[src/rtl/alu16_pkg.sv]
// rtl/alu16_pkg.sv - op encodings and sequencer states for the byte-serial 16-bit ALU
package alu16_pkg;

    localparam logic [1:0] OP_ADD16 = 2'b00;
    localparam logic [1:0] OP_INC16 = 2'b01;
    localparam logic [1:0] OP_DEC16 = 2'b10;
    localparam logic [1:0] OP_ADDSP = 2'b11;

    typedef enum logic [1:0] {
        IDLE = 2'b00,
        LO   = 2'b01,
        HI   = 2'b10,
        DONE = 2'b11
    } state_t;

    // Effective B operand: constant one for INC/DEC, sign-extended byte for ADDSP.
    function automatic logic [15:0] effective_b(input logic [1:0] op, input logic [15:0] opb);
        logic [15:0] b;
        case (op)
            OP_INC16, OP_DEC16: b = 16'h0001;
            OP_ADDSP:           b = {{8{opb[7]}}, opb[7:0]};
            default:            b = opb;
        endcase
        return b;
    endfunction

endpackage

[src/rtl/alu16_byte_mux.sv]
// rtl/alu16_byte_mux.sv - selects byte operands, carry-in and subtract mode for the shared 8-bit ALU
module alu16_byte_mux
    import alu16_pkg::*;
(
    input  logic        active,
    input  logic        sel_hi,
    input  logic [1:0]  op,
    input  logic [15:0] opa,
    input  logic [15:0] opb,
    input  logic        c_lo,
    output logic [7:0]  alu_a,
    output logic [7:0]  alu_b,
    output logic        alu_cin,
    output logic        alu_sub
);

    logic [15:0] b_eff;

    assign b_eff = effective_b(op, opb);

    // Everything is forced to zero outside the two ALU-owning states.
    always_comb begin
        alu_a   = '0;
        alu_b   = '0;
        alu_cin = 1'b0;
        alu_sub = 1'b0;
        if (active) begin
            alu_a   = sel_hi ? opa[15:8]   : opa[7:0];
            alu_b   = sel_hi ? b_eff[15:8] : b_eff[7:0];
            alu_cin = sel_hi & c_lo;
            alu_sub = (op == OP_DEC16);
        end
    end

endmodule

[src/rtl/alu16_seq.sv]
// rtl/alu16_seq.sv - 16-bit add/inc/dec/addsp sequenced as two byte passes through a shared 8-bit ALU
module alu16_seq
    import alu16_pkg::*;
(
    input  logic        CLK,
    input  logic        nRESET,
    input  logic        start,
    input  logic [1:0]  op,
    input  logic [15:0] opa,
    input  logic [15:0] opb,
    output logic        busy,
    output logic        done,
    output logic [15:0] result,
    output logic        flag_c,
    output logic        flag_h,
    output logic        flags_we,
    output logic        alu_req,
    input  logic        alu_gnt,
    output logic [7:0]  alu_a,
    output logic [7:0]  alu_b,
    output logic        alu_cin,
    output logic        alu_sub,
    input  logic [7:0]  alu_res,
    input  logic        alu_cout,
    input  logic        alu_hout
);

    state_t      state, state_nx;
    logic [1:0]  op_q;
    logic [15:0] a_q, b_q;
    logic [7:0]  res_lo;
    logic        c_lo, h_lo;

    always_ff @(posedge CLK or negedge nRESET) begin
        if (!nRESET) state <= IDLE;
        else         state <= state_nx;
    end

    always_comb begin
        state_nx = state;
        busy     = 1'b1;
        done     = 1'b0;
        alu_req  = 1'b0;
        unique case (state)
            IDLE: begin
                busy = 1'b0;
                if (start) state_nx = LO;
            end
            LO: begin
                alu_req = 1'b1;
                if (alu_gnt) state_nx = HI;
            end
            HI: begin
                alu_req = 1'b1;
                if (alu_gnt) state_nx = DONE;
            end
            DONE: begin
                done     = 1'b1;
                state_nx = IDLE;
            end
        endcase
    end

    assign flags_we = done & ((op_q == OP_ADD16) | (op_q == OP_ADDSP));

    // The high-byte capture writes straight into result/flags so they hold across the next op's LO pass.
    always_ff @(posedge CLK or negedge nRESET) begin
        if (!nRESET) begin
            op_q   <= OP_ADD16;
            a_q    <= '0;
            b_q    <= '0;
            res_lo <= '0;
            c_lo   <= 1'b0;
            h_lo   <= 1'b0;
            result <= '0;
            flag_c <= 1'b0;
            flag_h <= 1'b0;
        end else begin
            if (state == IDLE && start) begin
                op_q <= op;
                a_q  <= opa;
                b_q  <= opb;
            end
            if (state == LO && alu_gnt) begin
                res_lo <= alu_res;
                c_lo   <= alu_cout;
                h_lo   <= alu_hout;
            end
            if (state == HI && alu_gnt) begin
                result <= {alu_res, res_lo};
                flag_c <= (op_q == OP_ADDSP) ? c_lo : alu_cout;
                flag_h <= (op_q == OP_ADDSP) ? h_lo : alu_hout;
            end
        end
    end

    alu16_byte_mux u_byte_mux (
        .active  (state == LO || state == HI),
        .sel_hi  (state == HI),
        .op      (op_q),
        .opa     (a_q),
        .opb     (b_q),
        .c_lo    (c_lo),
        .alu_a   (alu_a),
        .alu_b   (alu_b),
        .alu_cin (alu_cin),
        .alu_sub (alu_sub)
    );

endmodule

[config.mk]
export PLATFORM = sky130hd
export DESIGN_NAME = alu16_seq
export DESIGN_NICKNAME = d
export VERILOG_FILES = /design/src/rtl/alu16_pkg.sv /design/src/rtl/alu16_byte_mux.sv /design/src/rtl/alu16_seq.sv
export SDC_FILE = /design/constraint.sdc
export NUM_CORES = 1
export LEC_CHECK = 0
export BUFFER_PORTS_ARGS = -buffer_cell sky130_fd_sc_hd__buf_2
export CORE_UTILIZATION = 54
export CTS_BUF_LIST = sky130_fd_sc_hd__clkbuf_8
export DETAILED_ROUTE_END_ITERATION = 10
export PLACE_DENSITY = 0.92
export SYNTH_ARGS = -nofsm -noshare
export SYNTH_HDL_FRONTEND = slang
export SYNTH_SLANG_ARGS = --single-unit
[constraint.sdc]
create_clock -name CLK -period 1.95 [get_ports CLK]
set_input_delay 0.39 -clock CLK [delete_from_list [all_inputs] [get_ports CLK]]
set_output_delay 0.39 -clock CLK [all_outputs]
set_load 0.03 [all_outputs]
Yosys cells after proc, flatten, opt, wreduce, memory -nomap -nowiden
Index checks and enable logic that the tools add are counted.
{ "totals": {"ff_bits": 64, "latch_bits": 0, "ram_bits": 0, "rom_bits": 0, "output_inout_bits": 40, "word_cells": 47, "n_memories": 0} }
{ "op_classes": {"add_sub_neg": 0, "n_mul": 0, "n_div": 0, "order_cmp": 0, "eq_ne": 9, "shifts": 0, "n_mux": 16, "n_bitwise": 3, "reduce_logical": 9} }
{ "ops": {"columns": ["cell", "n"], "rows": [
  ["$mux W8", 4],
  ["$pmux W16 S2", 1],
  ["$eq A2 B2 Y1 const B", 4],
  ["$pmux W2 S4", 1],
  ["$mux W1", 7],
  ["$mux W2", 3],
  ["$ne A2 B2 Y1 const B", 3],
  ["$eq A2 B1 Y1 const B", 2],
  ["$logic_not A2 Y1", 2],
  ["$reduce_or A2 Y1", 2],
  ["$logic_and A1 B1 Y1", 3],
  ["$reduce_and A3 Y1", 1],
  ["$and A1 B1 Y1", 2],
  ["$logic_or A1 B1 Y1", 1],
  ["$or A1 B1 Y1", 1]
]} }

Logic depth before layout (Yosys ltp)
{ "depth": {"word_depth": 5, "mapped_depth": 7, "ltp_nobuf": 5} }

Hierarchy
From an unflattened synthesis, not the netlist that was laid out.
{ "hier_totals": {"hier_cells": 203, "area_unflattened_um2": 3020.4} }
{ "by_module_without_submodules": {"columns": ["module", "instances", "cells_each", "area_each_um2"], "rows": [
  ["alu16_seq", 1, 153, 2632.5],
  ["alu16_byte_mux", 1, 50, 387.9]
]} }

Worst setup path before layout
Ideal clock, no wire load.
{ "synth_path": {"path_kind": "register to output", "from": "register state[0]", "to": "output port alu_b[7]", "t_arrival_ns": 1.774, "required_time_ns": 1.560, "path_slack_ns": -0.214, "stages_incl_launch_ff": 6, "path_buffers": 1, "path_cell_list": "dfrtp_1 > inv_1 > ha_1 > inv_1 > clkbuf_1 > a21oi_1"} }
{ "synth_via": {"elab_chain_cells": 3, "word_cells_on_any_way": 5, "cone_classes": "2 x eq/ne; 2 x mux; 1 x reduce/logical"} }
{ "synth_rtl": {"columns": ["item", "line", "text"], "rows": [
  ["start, declared", "alu16_seq.sv:28", "state_t state, state_nx;"],
  ["start signal, assigned", "alu16_seq.sv:36", "else state <= state_nx;"],
  ["$eq A2 B2 Y1 / $eq A2 B1 Y1 (equally long branches)", "alu16_seq.sv:98, alu16_seq.sv:99", null],
  ["$mux W8 / $logic_or A1 B1 Y1 (equally long branches)", "alu16_byte_mux.sv:29, alu16_seq.sv:98", null],
  ["$mux W8 (*)", "alu16_byte_mux.sv:27", "if (active) begin"],
  ["end, declared", "alu16_seq.sv:20", "output logic [7:0] alu_b,"]
]} }
Mark *: on every way between the ends. The rest lies on a longest branch, timed or not.

Worst setup path after layout
{ "layout_path": {"from": "register state[0]", "to": "output port alu_b[2]"} }
The elaborated chain is that of the path after synthesis.

==> metrics.cfg <==
[clock_network]
cts-root-buf=clkbuf_8
cts_tree=built
clkSinkCount=64
cts_buffers=9
htreeDepth=3
clk_pin_slew_worst_paths_ns=0.07
clock_path_buffers=2
clk_latency_ns=0.34

[setup_path]
crit_fanout=5
critPathRequiredTime_ns=1.56
worst_setup_path_start_kind=register
crit_path_end_kind=primary output
r2r_setup_slack_ns=0.22
critical_path_arrival_ns=1.78
critPathKind=reg -> out

[synth]
async_flop_share_pct=100
ys_ff_latch=64
yosys.area.top_type=dfrtp_1
synth_cell_types=24
ys_top_cells_by_area=dfrtp_1 (51%), mux2_4 (22%), mux2_2 (5.0%)
synth_edf_count=0
syn-instance-count=217
yosysSeqAreaShare_pct=50.9
syn_area_um2=3150
synth.avg_cell_area_um2=14.5
synth_top_area_share_pct=50.9
yosysWarningCount=0
synth_nets=273
synth_top_flop_cell=dfrtp_1

[finish]
nets=387
diodes=0
layout_commonest_cell=buf_2
drive_gt1_share_pct=71.3
seqCellArea_um2=1600
syn_to_final_growth_pct=42.3
fin_cells=407
layout_common_cells=buf_2 (70), dfrtp_1 (64), mux2_4 (46)
multi_input_area_um2=1660
nFillCells=331

[placed_design]
dp.cells=378
io_buffer_count=87
post-dp-hpwl_mm=4.63
gp_congestion=0.774

[timing]
worstMarginPinSlew_ns=0.339
slew_headroom_pct=77.4
rsz0062_at_grt=yes
finClkSkew_ns=0.0117
period_share_pct=111
final-setup-viol-count=16
finalCriticalPeriod_ns=2.17
hold_viol_final=0
clock.fmax_mhz=461
final_max_slew_viol_count=0
layout_setup_ws_ns=-0.218

[job]
drv_cap=0

[status]
status=finished, violations left
violations=setup timing

[hold_path]
hp-class=in -> async

[route]
ant_nets=0
drt_iter0_drc=85
wl_per_cell_um=18.7
viasPerCell=5.29
vias=2153
drt_wl_total_mm=7.60
drc=0
firstDrtPassIters=4

[global_routing]
grt_overflow=0
grt_first_pass_wirelength_mm=11.9
antenna_found_initial=0
grt_max_degree=65
track_usage_pct=26.5
grt_pass1_vias=2322

[die]
coreArea_um2=5570
die_w_um=78.3
dieHeight_um=78.3
io_pins=88
num_rows=27
die_area_um2=6130
start_util_pct=56.4

per-stage QoR:
step	utilization, %	instance area, µm²	setup WS (ns)	setup TNS (ns)	hold slack [ns]
after floorplan	-	3250	0.0453	0	0.0944
after global placement	68.1	3800	0.0949	0	0.426
after detailed placement	68.1	3800	0.0376	0	0.431
after CTS	78.6	4380	-0.138	-1.79	0.0650
after global routing	80.3	4480	-0.263	-3.08	0.0748
final	80.3	4480	-0.218	-2.13	0.0503
path summary, 6_finish.rpt:
kind                         endpoint  cells after the start      from
setup / recovery             alu_b[2]                      6  state[0]
hold / removal             result[13]                      2    nRESET
setup reg to reg            result[6]                      6  state[1]
hold reg to reg                flag_h                      2    flag_h
max in group asynchronous     a_q[10]                      2    nRESET
min in group CLK               b_q[7]                      2    opb[7]
critical path, stage by stage (launching register included):
cell and delay, ns:
dfrtp_1 0.39, inv_2 0.13, ha_4 0.22, bufbuf_16 0.28, o21ai_1 0.10, a21oi_2 0.16, buf_6 0.16
what timing repair did:
action | CTS | global route
gates resized for setup | 82 | 12
hold buffers | 0 | 0
pin swaps | 7 | 3
buffers inserted | 7 | 4
hold endpoints to repair | 0 | 0
cloned | 2 | 1
setup endpoints to repair | 18 | 18
state kept, by name (all words and copies together) (netlist names):
name / flops
a_q: 16
b_q: 16
result: 16
res_lo: 8
op_q: 2
state: 2
c_lo: 1
flag_c: 1
flag_h: 1
h_lo: 1
logic make-up (layout without fill, tap and decap cells):
| kind of cell | count (synthesis) | after routing | synth area share, % |
|---|---|---|---|
| compound gates | 27 | 27 | 5.77 |
| fa+ha+maj | 8 | 8 | 3.18 |
| buf+inv | 18 | 136 | 5.01 |
| flops | 64 | 64 | 50.9 |
| mux | 72 | 72 | 30.8 |
| simple gates | 28 | 28 | 4.34 |
area by class of cell:
| type | count | area share [%] |
|---|---|---|
| tap | 72 | 2.01 |
| timing repair buffer | 114 | 19.8 |
| clock inverter | 3 | 0.894 |
| multi-input combinational | 135 | 37.1 |
| sequential | 64 | 35.8 |
| clock buffer | 12 | 3.69 |
| inverter | 7 | 0.643 |
synthesized netlist by cell type (all sizes together) (2+ instances only):
| cell type | number |
|---|---|
| a21oi | 8 |
| and2 | 2 |
| buf | 10 |
| dfrtp | 64 |
| ha | 8 |
| inv | 7 |
| mux2 | 60 |
| mux2i | 12 |
| nand2 | 12 |
| nor2 | 10 |
| nor2b | 3 |
| o21a | 6 |
| o21ai | 10 |
routing by layer:
metal  up-vias  track usage (%)  share of wire [%]
li1        988                -                  -
met1      1059             30.5                 40
met2        81             46.1                 52
met3        25             7.33                4.4
met4         0             11.1                3.5
met5         -                0                  0
Power is left out: the tool's default activity adds up to more than one toggle a clock period on the data nets, which glitch-free logic cannot reach.
